<file path="src/rtl/uart_rx_fifo_pkg.sv">
// Shared UART definitions: default character width and pointer-width helper.
package uart_rx_fifo_pkg;

  // Character width shared by the receiver, transmitter and buffers.
  localparam int DEFAULT_DATA_WIDTH = 8;

  // Pointer width for a power-of-two FIFO: index bits plus one wrap bit.
  function automatic int ptr_width(input int depth);
    return $clog2(depth) + 1;
  endfunction

endpackage : uart_rx_fifo_pkg

</file>
<file path="src/rtl/uart_rx_fifo_sat_counter.sv">
// Saturating event counter with synchronous clear; clear wins over increment.
module sat_counter #(
  parameter int WIDTH = 16
) (
  input  logic             clk,
  input  logic             reset,
  input  logic             clr,
  input  logic             inc,
  output logic [WIDTH-1:0] count
);

  // Count one per pulse, stick at all-ones, clear on reset or clr.
  // NOTE: clocked state uses non-blocking (<=) so every register samples pre-edge values.
  always_ff @(posedge clk) begin
    if (reset || clr) begin
      count <= '0;
    end else if (inc && (count != '1)) begin
      count <= count + WIDTH'(1);
    end
  end

endmodule : sat_counter

</file>
<file path="src/rtl/uart_rx_fifo.sv">
// Receive-side elastic buffer: FWFT power-of-two FIFO between the UART
// receiver and its consumer, plus saturating overrun/frame error statistics.
module uart_rx_fifo
  import uart_rx_fifo_pkg::*;
#(
  parameter int DATA_WIDTH = DEFAULT_DATA_WIDTH,
  parameter int DEPTH      = 16,
  parameter int CNT_WIDTH  = 16
) (
  input  logic                       clk,
  input  logic                       reset,
  input  logic [DATA_WIDTH-1:0]      s_axis_tdata,
  input  logic                       s_axis_tvalid,
  output logic                       s_axis_tready,
  output logic [DATA_WIDTH-1:0]      m_axis_tdata,
  output logic                       m_axis_tvalid,
  input  logic                       m_axis_tready,
  input  logic                       overrun_error,
  input  logic                       frame_error,
  input  logic                       clr_stats,
  output logic [$clog2(DEPTH):0]     level,
  output logic [CNT_WIDTH-1:0]       overrun_count,
  output logic [CNT_WIDTH-1:0]       frame_count
);

  localparam int PTR_W = ptr_width(DEPTH);
  localparam int IDX_W = PTR_W - 1;

  logic [DATA_WIDTH-1:0] mem [DEPTH];
  logic [PTR_W-1:0]      wr_ptr;
  logic [PTR_W-1:0]      rd_ptr;
  logic                  empty;
  logic                  full;
  logic                  push;
  logic                  pop;

  // Status decode straight from the pointer registers.
  assign empty = (wr_ptr == rd_ptr);
  assign full  = (wr_ptr[IDX_W-1:0] == rd_ptr[IDX_W-1:0]) &&
                 (wr_ptr[IDX_W] != rd_ptr[IDX_W]);

  // Ready depends only on fullness, never on a same-cycle pop.
  assign s_axis_tready = ~full;
  assign m_axis_tvalid = ~empty;
  assign push          = s_axis_tvalid && s_axis_tready;
  assign pop           = m_axis_tvalid && m_axis_tready;

  // Modulo subtraction of the wrap-extended pointers gives 0..DEPTH.
  assign level = wr_ptr - rd_ptr;

  // First-word-fall-through: head character read combinationally.
  assign m_axis_tdata = mem[rd_ptr[IDX_W-1:0]];

  // Pointer update; reset empties the FIFO at once, wrap is natural overflow.
  always_ff @(posedge clk) begin
    if (reset) begin
      wr_ptr <= '0;
      rd_ptr <= '0;
    end else begin
      if (push) wr_ptr <= wr_ptr + PTR_W'(1);
      if (pop)  rd_ptr <= rd_ptr + PTR_W'(1);
    end
  end

  // Character storage written at the write index on every push.
  // NOTE: the memory has no reset; stale entries are unreachable once the pointers are cleared.
  always_ff @(posedge clk) begin
    if (push) mem[wr_ptr[IDX_W-1:0]] <= s_axis_tdata;
  end

  sat_counter #(.WIDTH(CNT_WIDTH)) u_overrun_cnt (
    .clk   (clk),
    .reset (reset),
    .clr   (clr_stats),
    .inc   (overrun_error),
    .count (overrun_count)
  );

  sat_counter #(.WIDTH(CNT_WIDTH)) u_frame_cnt (
    .clk   (clk),
    .reset (reset),
    .clr   (clr_stats),
    .inc   (frame_error),
    .count (frame_count)
  );

endmodule : uart_rx_fifo

</file>
<file path="config.mk">
export PLATFORM = sky130hd
export DESIGN_NAME = uart_rx_fifo
export DESIGN_NICKNAME = d
export VERILOG_FILES = /design/src/rtl/uart_rx_fifo_pkg.sv /design/src/rtl/uart_rx_fifo_sat_counter.sv /design/src/rtl/uart_rx_fifo.sv
export SDC_FILE = /design/constraint.sdc
export NUM_CORES = 1
export LEC_CHECK = 0
export BUFFER_PORTS_ARGS = -buffer_cell sky130_fd_sc_hd__buf_2
export CAP_MARGIN = 40
export CORE_AREA = 10 10 126 128
export CTS_BUF_LIST = sky130_fd_sc_hd__clkbuf_2 sky130_fd_sc_hd__clkbuf_4 sky130_fd_sc_hd__clkbuf_8
export DETAILED_ROUTE_END_ITERATION = 12
export DIE_AREA = 0 0 136 138
export PLACE_DENSITY = 0.85
export SYNTH_ARGS = -nofsm -noshare
export SYNTH_HDL_FRONTEND = slang
export SYNTH_SLANG_ARGS = --single-unit
</file>
<file path="constraint.sdc">
create_clock -name clk -period 2.7 [get_ports clk]
set_clock_uncertainty 0.1 [all_clocks]
set_input_delay 0.27 -clock clk [delete_from_list [all_inputs] [get_ports clk]]
set_output_delay 0.27 -clock clk [all_outputs]
set_load 0.05 [all_outputs]
</file>
==> results.toml, run 1 <==
[run_status]
result_of_the_run = "complete, no violations"

[drt]
vias = 4673
route.detailed.drc = 0
detailedRoute.firstIterationViolations = 577
first_pass_iters = 5
dr.max_layer_used = "met4"
detail_route.wl_per_cell_um = 22.9
vias_per_std_cell = 6.18
detail_route.wirelength.met1_um = 6700
met3_wirelength_um = 1290
antenna_violating_nets_post_route = 0
detail_route.wirelength_um = 17300
met2_wirelength_um = 8880

[critical_path]
start_kind = "flop"
critPathMaxStageDelay_ns = 0.53
cp_slowest_cell = "sky130_fd_sc_hd__mux4_2"
critical_path_arrival_ns = 2.31
worst-setup-path-type = "flop to output port"
worst_ep_required_time_ns = 2.33
critical_path.endpoint_type = "output port"
worst-path-max-fanout = 8
cell_with_the_most_instances_on_the_worst_path = "sky130_fd_sc_hd__mux4_2"
timing.critical_path.cells = "buf_12 -> mux4_2 -> mux4_2 -> buf_6"

[floorplanning]
placement_rows = 43
initial_utilization_pct = 54.4
floorplan.die_area_um2 = 18800
io_pins = 62
fp.dieH_um = 138
core_area_um2 = 13500
fp.dieW_um = 136

[placed_design]
place.detailed.instances = 719
gp_routability_congestion = 0.874
worst_setup_slack_after_placement_ns = 0.337
dpl.hpwl_um = 11700
port_bufs = 61
place_area_um2 = 7960

[grt]
antenna_found_initial = 2
gr-usage-all-layers_pct = 18.4
first_global_vias = 4733
grt_first_pass_wirelength_um = 26600
grt_overflow = 0
pin_count_of_the_biggest_net_entering_global_routing = 33

[layout]
post_layout_nonfiller_instances = 756
post-route-cell-area_um2 = 8470
seq_area_um2 = 4770
syn_to_final_growth_pct = 15.3
final.fill_count = 930
drive_above_1_share_pct = 29.7
multi_input_comb_area_um2 = 2460
layout.cells.most_common = "sky130_fd_sc_hd__edfxtp_1"
mostFrequentLayoutCells = "128 x sky130_fd_sc_hd__edfxtp_1, 52 x sky130_fd_sc_hd__buf_2, 43 x sky130_fd_sc_hd__dfxtp_1"
nets = 589

[min_path]
hold_path.class = "primary input to flop"

[yosys]
synthArstFlopShare_pct = 0
synth_area_per_cell_um2 = 15.2
yosysWarningCount = 0
synth_fp_nets = 511
synth_edf_count = 128
synth_cell_types = 49
ys_seq_elements = 174
synth_top_flop_cell = "sky130_fd_sc_hd__edfxtp_1"
synthCells = 484
ys_seq_area_share_pct = 64.8
synth.cell_area_um2 = 7350

[sta]
rsz0062_at_grt = "yes"
tightest_slew_ns = 0.724
layout_setup_ws_ns = 0.0243
final_hold_slack_ns = 0.0248
setup_viol_count_final = 0
fmaxAchievable_mhz = 374
timing.final.crit_share_pct = 99.1
timing_max_transition_violations_final = 0
final-hold-violation-count = 0
relSlewSlack_pct = 51.3
min_period_ns = 2.68

[clock_network]
path_clk_slew_ns = 0.09
cts_max_path_buffers = 2
tritoncts = "done"
cts_inserted_buffers = 17
htreeDepth = 4
cts.sinks = 174
root_buffer_cell = "sky130_fd_sc_hd__clkbuf_8"
clock_latency_ns = 0.46

[pwr]
pwr_density_cell_nw_per_um2 = 681
peakVddDrop_v = 0.000283
power_mw = 5.77
leakage_nw = 2.86

[job]
maxCapViolCount = 0
-- cell usage after synthesis (all sizes together) (3+ instances only) --
library cell	n	share of area, %
edfxtp	128	52
dfxtp	46	13
mux4	40	12
nor2	28	1.4
nand2	24	1.3
a21oi	17	1.2
inv	16	0.82
clkbuf	14	0.72
and3	13	1.1
ha	11	1.9
nand3	11	0.82
nand4	11	0.94
o21ai	10	0.73
xnor2	9	1.1
buf	8	0.51
mux2i	8	1.1
xor2	8	0.95
nor3	7	0.48
or3	7	0.61
and4	6	0.72
nor4	6	0.51
or4	6	0.66
and2	5	0.43
o31ai	5	0.51
o41ai	5	0.60
nor3b	4	0.41
nor4b	4	0.48
o211ai	4	0.41
o311ai	4	0.48
o2111ai	3	0.36
-- routing by layer --
metal  GRT usage (%)  vias up
li1                -     2080
met1            21.8     2318
met2            30.9      236
met3            5.14       39
met4            7.18        0
met5               0        -
-- area by class of cell --
class                      instances  area share (%)
antenna                            1          0.0295
clock inverter                    15            1.51
sequential                       174            56.3
clock buffer                      17            2.76
inverter                          16           0.709
tap                              180            2.66
timing repair buffer              81            6.97
multi-input combinational        272            29.1
-- stage by stage --
stage	utilization, %	setup TNS, ns
after floorplan	-	-6.30
after global placement	59.0	0
after detailed placement	59.0	0
after CTS	62.4	0
after global routing	62.8	-0.323
final	62.8	0
-- sequential cells by signal, summed over array words and instances (netlist names), named ones only --
register / count
mem: 128
rd_ptr: 5
u_overrun_cnt.count: 16
wr_ptr: 5
u_frame_cnt.count: 16
-- worst max-delay path, delay by kind of cell (launching register included) --
kind | cells | cell delay, ns
DFF | 1 | 0.46
muxes | 2 | 1.04
buffers and inverters | 2 | 0.36
-- worst paths after layout --
check	from	endpoint	slack (ns)	depth (start not counted)
hold / removal	clr_stats	u_frame_cnt.count[15]	0.02	3
hold reg to reg	u_overrun_cnt.count[8]	u_overrun_cnt.count[9]	0.42	2
setup reg to reg	rd_ptr[1]	mem[0][4]	0.30	8
setup / recovery	flop	m_axis_tdata[3]	0.02	4
-- repair_timing --
item,CTS,global route
pin swaps,0,1
setup buffers,0,1
gates resized for setup,20,4
setup endpoints to repair,9,10
gates cloned,2,1
endpoints found under the hold margin,0,0
hold buffers,0,0
-- power breakdown --
| group | total [mW] | internal [mW] | switching (mW) |
|---|---|---|---|
| Clock | 1.67 | 0.669 | 1.00 |
| Sequential | 2.96 | 2.91 | 0.0477 |
| Combinational | 1.14 | 0.502 | 0.641 |
-- kinds of logic after synthesis --
| kind of cell | share of synthesized area (%) |
|---|---|
| flops | 64.8 |
| mux | 13.3 |
| fa+ha+maj | 2.15 |
| xor+xnor | 2.03 |
| simple gates | 10.2 |
| buf+inv | 2.04 |
| compound gates | 5.41 |
(Power assumes the default switching activity.)
==> run 2, diff against run 1 <==
--- a/config.mk
+++ b/config.mk
@@ -13,3 +13,3 @@
 export DIE_AREA = 0 0 136 138
-export PLACE_DENSITY = 0.85
+export PLACE_DENSITY = 0.86
 export SYNTH_ARGS = -nofsm -noshare
==> constraint.sdc (replaced) <==
create_clock -name clk -period 2.7 [get_ports clk]
set_clock_uncertainty 0.1 [all_clocks]
set_input_delay 0.54 -clock clk [delete_from_list [all_inputs] [get_ports clk]]
set_output_delay 0.54 -clock clk [all_outputs]
set_load 0.05 [all_outputs]
==> run 2 against run 1 <==
Net effect: the flow now finishes with violations (setup timing); non-clock buffer count grew 10; first-iteration DRC count shrank 14%; flip-flop and latch count is the same; sequential power is essentially flat; via count shrank 0.21%; combinational power is essentially flat; critical path type unchanged; clock power grew 15%; register-to-register slack lost 0.02 ns; critical endpoint is now m_axis_tdata[7]; clock-buffer cell count grew 1; maximum frequency shrank 9.5%; worst setup slack lost 0.28 ns.
==> results.toml, run 2 (synthesized netlist as in run 1, its figures left out) <==
[grt]
gr-usage-all-layers_pct = 18.2
grt_first_pass_wirelength_um = 26300
grt_overflow = 0
first_global_vias = 4675
pin_count_of_the_biggest_net_entering_global_routing = 33
antenna_found_initial = 0

[clock_network]
clock_latency_ns = 0.46
cts_inserted_buffers = 17
cts_max_path_buffers = 2
root_buffer_cell = "sky130_fd_sc_hd__clkbuf_8"
path_clk_slew_ns = 0.09
cts.sinks = 174
tritoncts = "done"
holdBufCountCts = 0
htreeDepth = 4

[critical_path]
worst-path-max-fanout = 10
worst-setup-path-type = "flop to output port"
critPathMaxStageDelay_ns = 0.56
timing.critical_path.cells = "buf_16 -> mux4_2 -> mux4_2 -> buf_6"
worst_ep_required_time_ns = 2.06
critical_path_arrival_ns = 2.32
cp_slowest_cell = "sky130_fd_sc_hd__mux4_2"
cell_with_the_most_instances_on_the_worst_path = "sky130_fd_sc_hd__mux4_2"
critical_path.endpoint_type = "output port"
start_kind = "flop"

[drt]
route.detailed.drc = 0
first_pass_iters = 5
detail_route.wl_per_cell_um = 22.3
detail_route.wirelength_um = 17000
detailedRoute.firstIterationViolations = 494
antenna_violating_nets_post_route = 0
vias_per_std_cell = 6.10
vias = 4663

[sta]
tightest_slew_ns = 0.711
layout_setup_ws_ns = -0.256
relSlewSlack_pct = 52.2
rsz0062_at_grt = "yes"
setup_viol_count_final = 9
min_period_ns = 2.96
timing_max_transition_violations_final = 0
timing.final.crit_share_pct = 109
totalNegativeSetupSlack_ns = -1.72
fmaxAchievable_mhz = 338
final-hold-violation-count = 0

[layout]
flip_flop_count_of_the_largest_register_all_copies_and_words_added = 128
drive_above_1_share_pct = 31.6
final.fill_count = 948
layout.cells.most_common = "sky130_fd_sc_hd__edfxtp_1"
post-route-cell-area_um2 = 8630
nets = 599
antennaDiodeCount = 0
syn_to_final_growth_pct = 17.4
mostFrequentLayoutCells = "128 x sky130_fd_sc_hd__edfxtp_1, 50 x sky130_fd_sc_hd__buf_2, 41 x sky130_fd_sc_hd__dfxtp_1"
core_util_final_pct = 63.9

[floorplanning]
placement_rows = 43
initial_utilization_pct = 54.4
io_pins = 62
floorplan.die_area_um2 = 18800
fp.dieH_um = 138
fp.dieW_um = 136
core_area_um2 = 13500

[pwr]
peakVddDrop_v = 0.000510
swShare_pct = 27.3
cellInternalPower_mw = 4.38
power.share.sequential_pct = 49.0
p_switching_mw = 1.65
pwr_density_cell_nw_per_um2 = 699
share_clk_of_total_power_pct = 31.9
power_mw = 6.03
leakage_nw = 2.94
combinationalPowerShare_pct = 19.1

[run_status]
violations = "setup timing"
result_of_the_run = "finished with violations"

[placed_design]
gp_routability_congestion = 0.915
place_area_um2 = 7990
port_bufs = 61
worst_setup_slack_after_placement_ns = 0.191
dpl.hpwl_um = 10700

[min_path]
hold_path.class = "primary input to flop"

[job]
maxCapViolCount = 0
## run 2: cell count changes in the layout (fill, tap and decap cells not counted), moves of 2 or more
cell | before | now
sky130_fd_sc_hd__buf_4 | 16 | 27
sky130_fd_sc_hd__bufinv_16 | 0 | 3
sky130_fd_sc_hd__clkinv_4 | 1 | 4
sky130_fd_sc_hd__inv_8 | 3 | 0
sky130_fd_sc_hd__buf_2 | 52 | 50
sky130_fd_sc_hd__clkbuf_4 | 0 | 2
sky130_fd_sc_hd__clkinv_2 | 2 | 0
sky130_fd_sc_hd__clkinvlp_4 | 3 | 1
sky130_fd_sc_hd__dfxtp_1 | 43 | 41
## run 2: cell type report
type | count | area (um^2) | area share (%)
clock buffers | 18 | 241 | 2.80
well taps | 180 | 225 | 2.61
clock inverters | 14 | 180 | 2.09
repair buffers | 91 | 663 | 7.69
multi-input cells | 272 | 2480 | 28.7
flip-flops and latches | 174 | 4780 | 55.4
inverters | 16 | 62.6 | 0.725
## run 2: what timing repair did
action,4_1_cts,5_1_grt
setup buffers,2,6
pin swaps,3,6
endpoints found under the setup margin,11,11
gates cloned,1,1
resized for setup,26,11
## run 2: final timing paths
| check | slack (ns) | cells past startpoint | startpoint | to |
|---|---|---|---|---|
| max | -0.26 | 4 | flop | m_axis_tdata[7] |
| min | 0.29 | 3 | clr_stats | u_frame_cnt.count[15] |
| max reg2reg | 0.28 | 7 | rd_ptr[2] | mem[14][3] |
| min reg2reg | 0.43 | 2 | u_overrun_cnt.count[11] | u_overrun_cnt.count[11] |
## run 2: worst max-delay path: cells and delay by family (launching register included)
kind	cells	cell delay, ns
muxes	2	1.06
DFF	1	0.44
buffers and inverters	2	0.34
## run 2: power groups by stage
stage / Combinational (mW) / Sequential (mW) / Clock, mW
after floorplan: 0.731 / 2.99 / 0
after global placement: 0.956 / 2.99 / 0
after detailed placement: 0.985 / 2.99 / 0
after CTS: 1.10 / 2.94 / 1.95
after global routing: 1.22 / 2.96 / 2.07
final: 1.15 / 2.95 / 1.92
## run 2: stage by stage
stage	std cells	hold WS, ns
after floorplan	484	0.426
after global placement	723	0.376
after detailed placement	723	0.409
after CTS	758	0.273
after global routing	765	0.288
final	765	0.294
## run 2: per-layer routing
layer / routed length, um / global-route usage, % / vias up
li1: - / - / 2101
met1: 6760 / 23.4 / 2336
met2: 8570 / 28.9 / 194
met3: 1240 / 4.96 / 32
met4: 461 / 6.62 / 0
met5: 0 / 0 / -
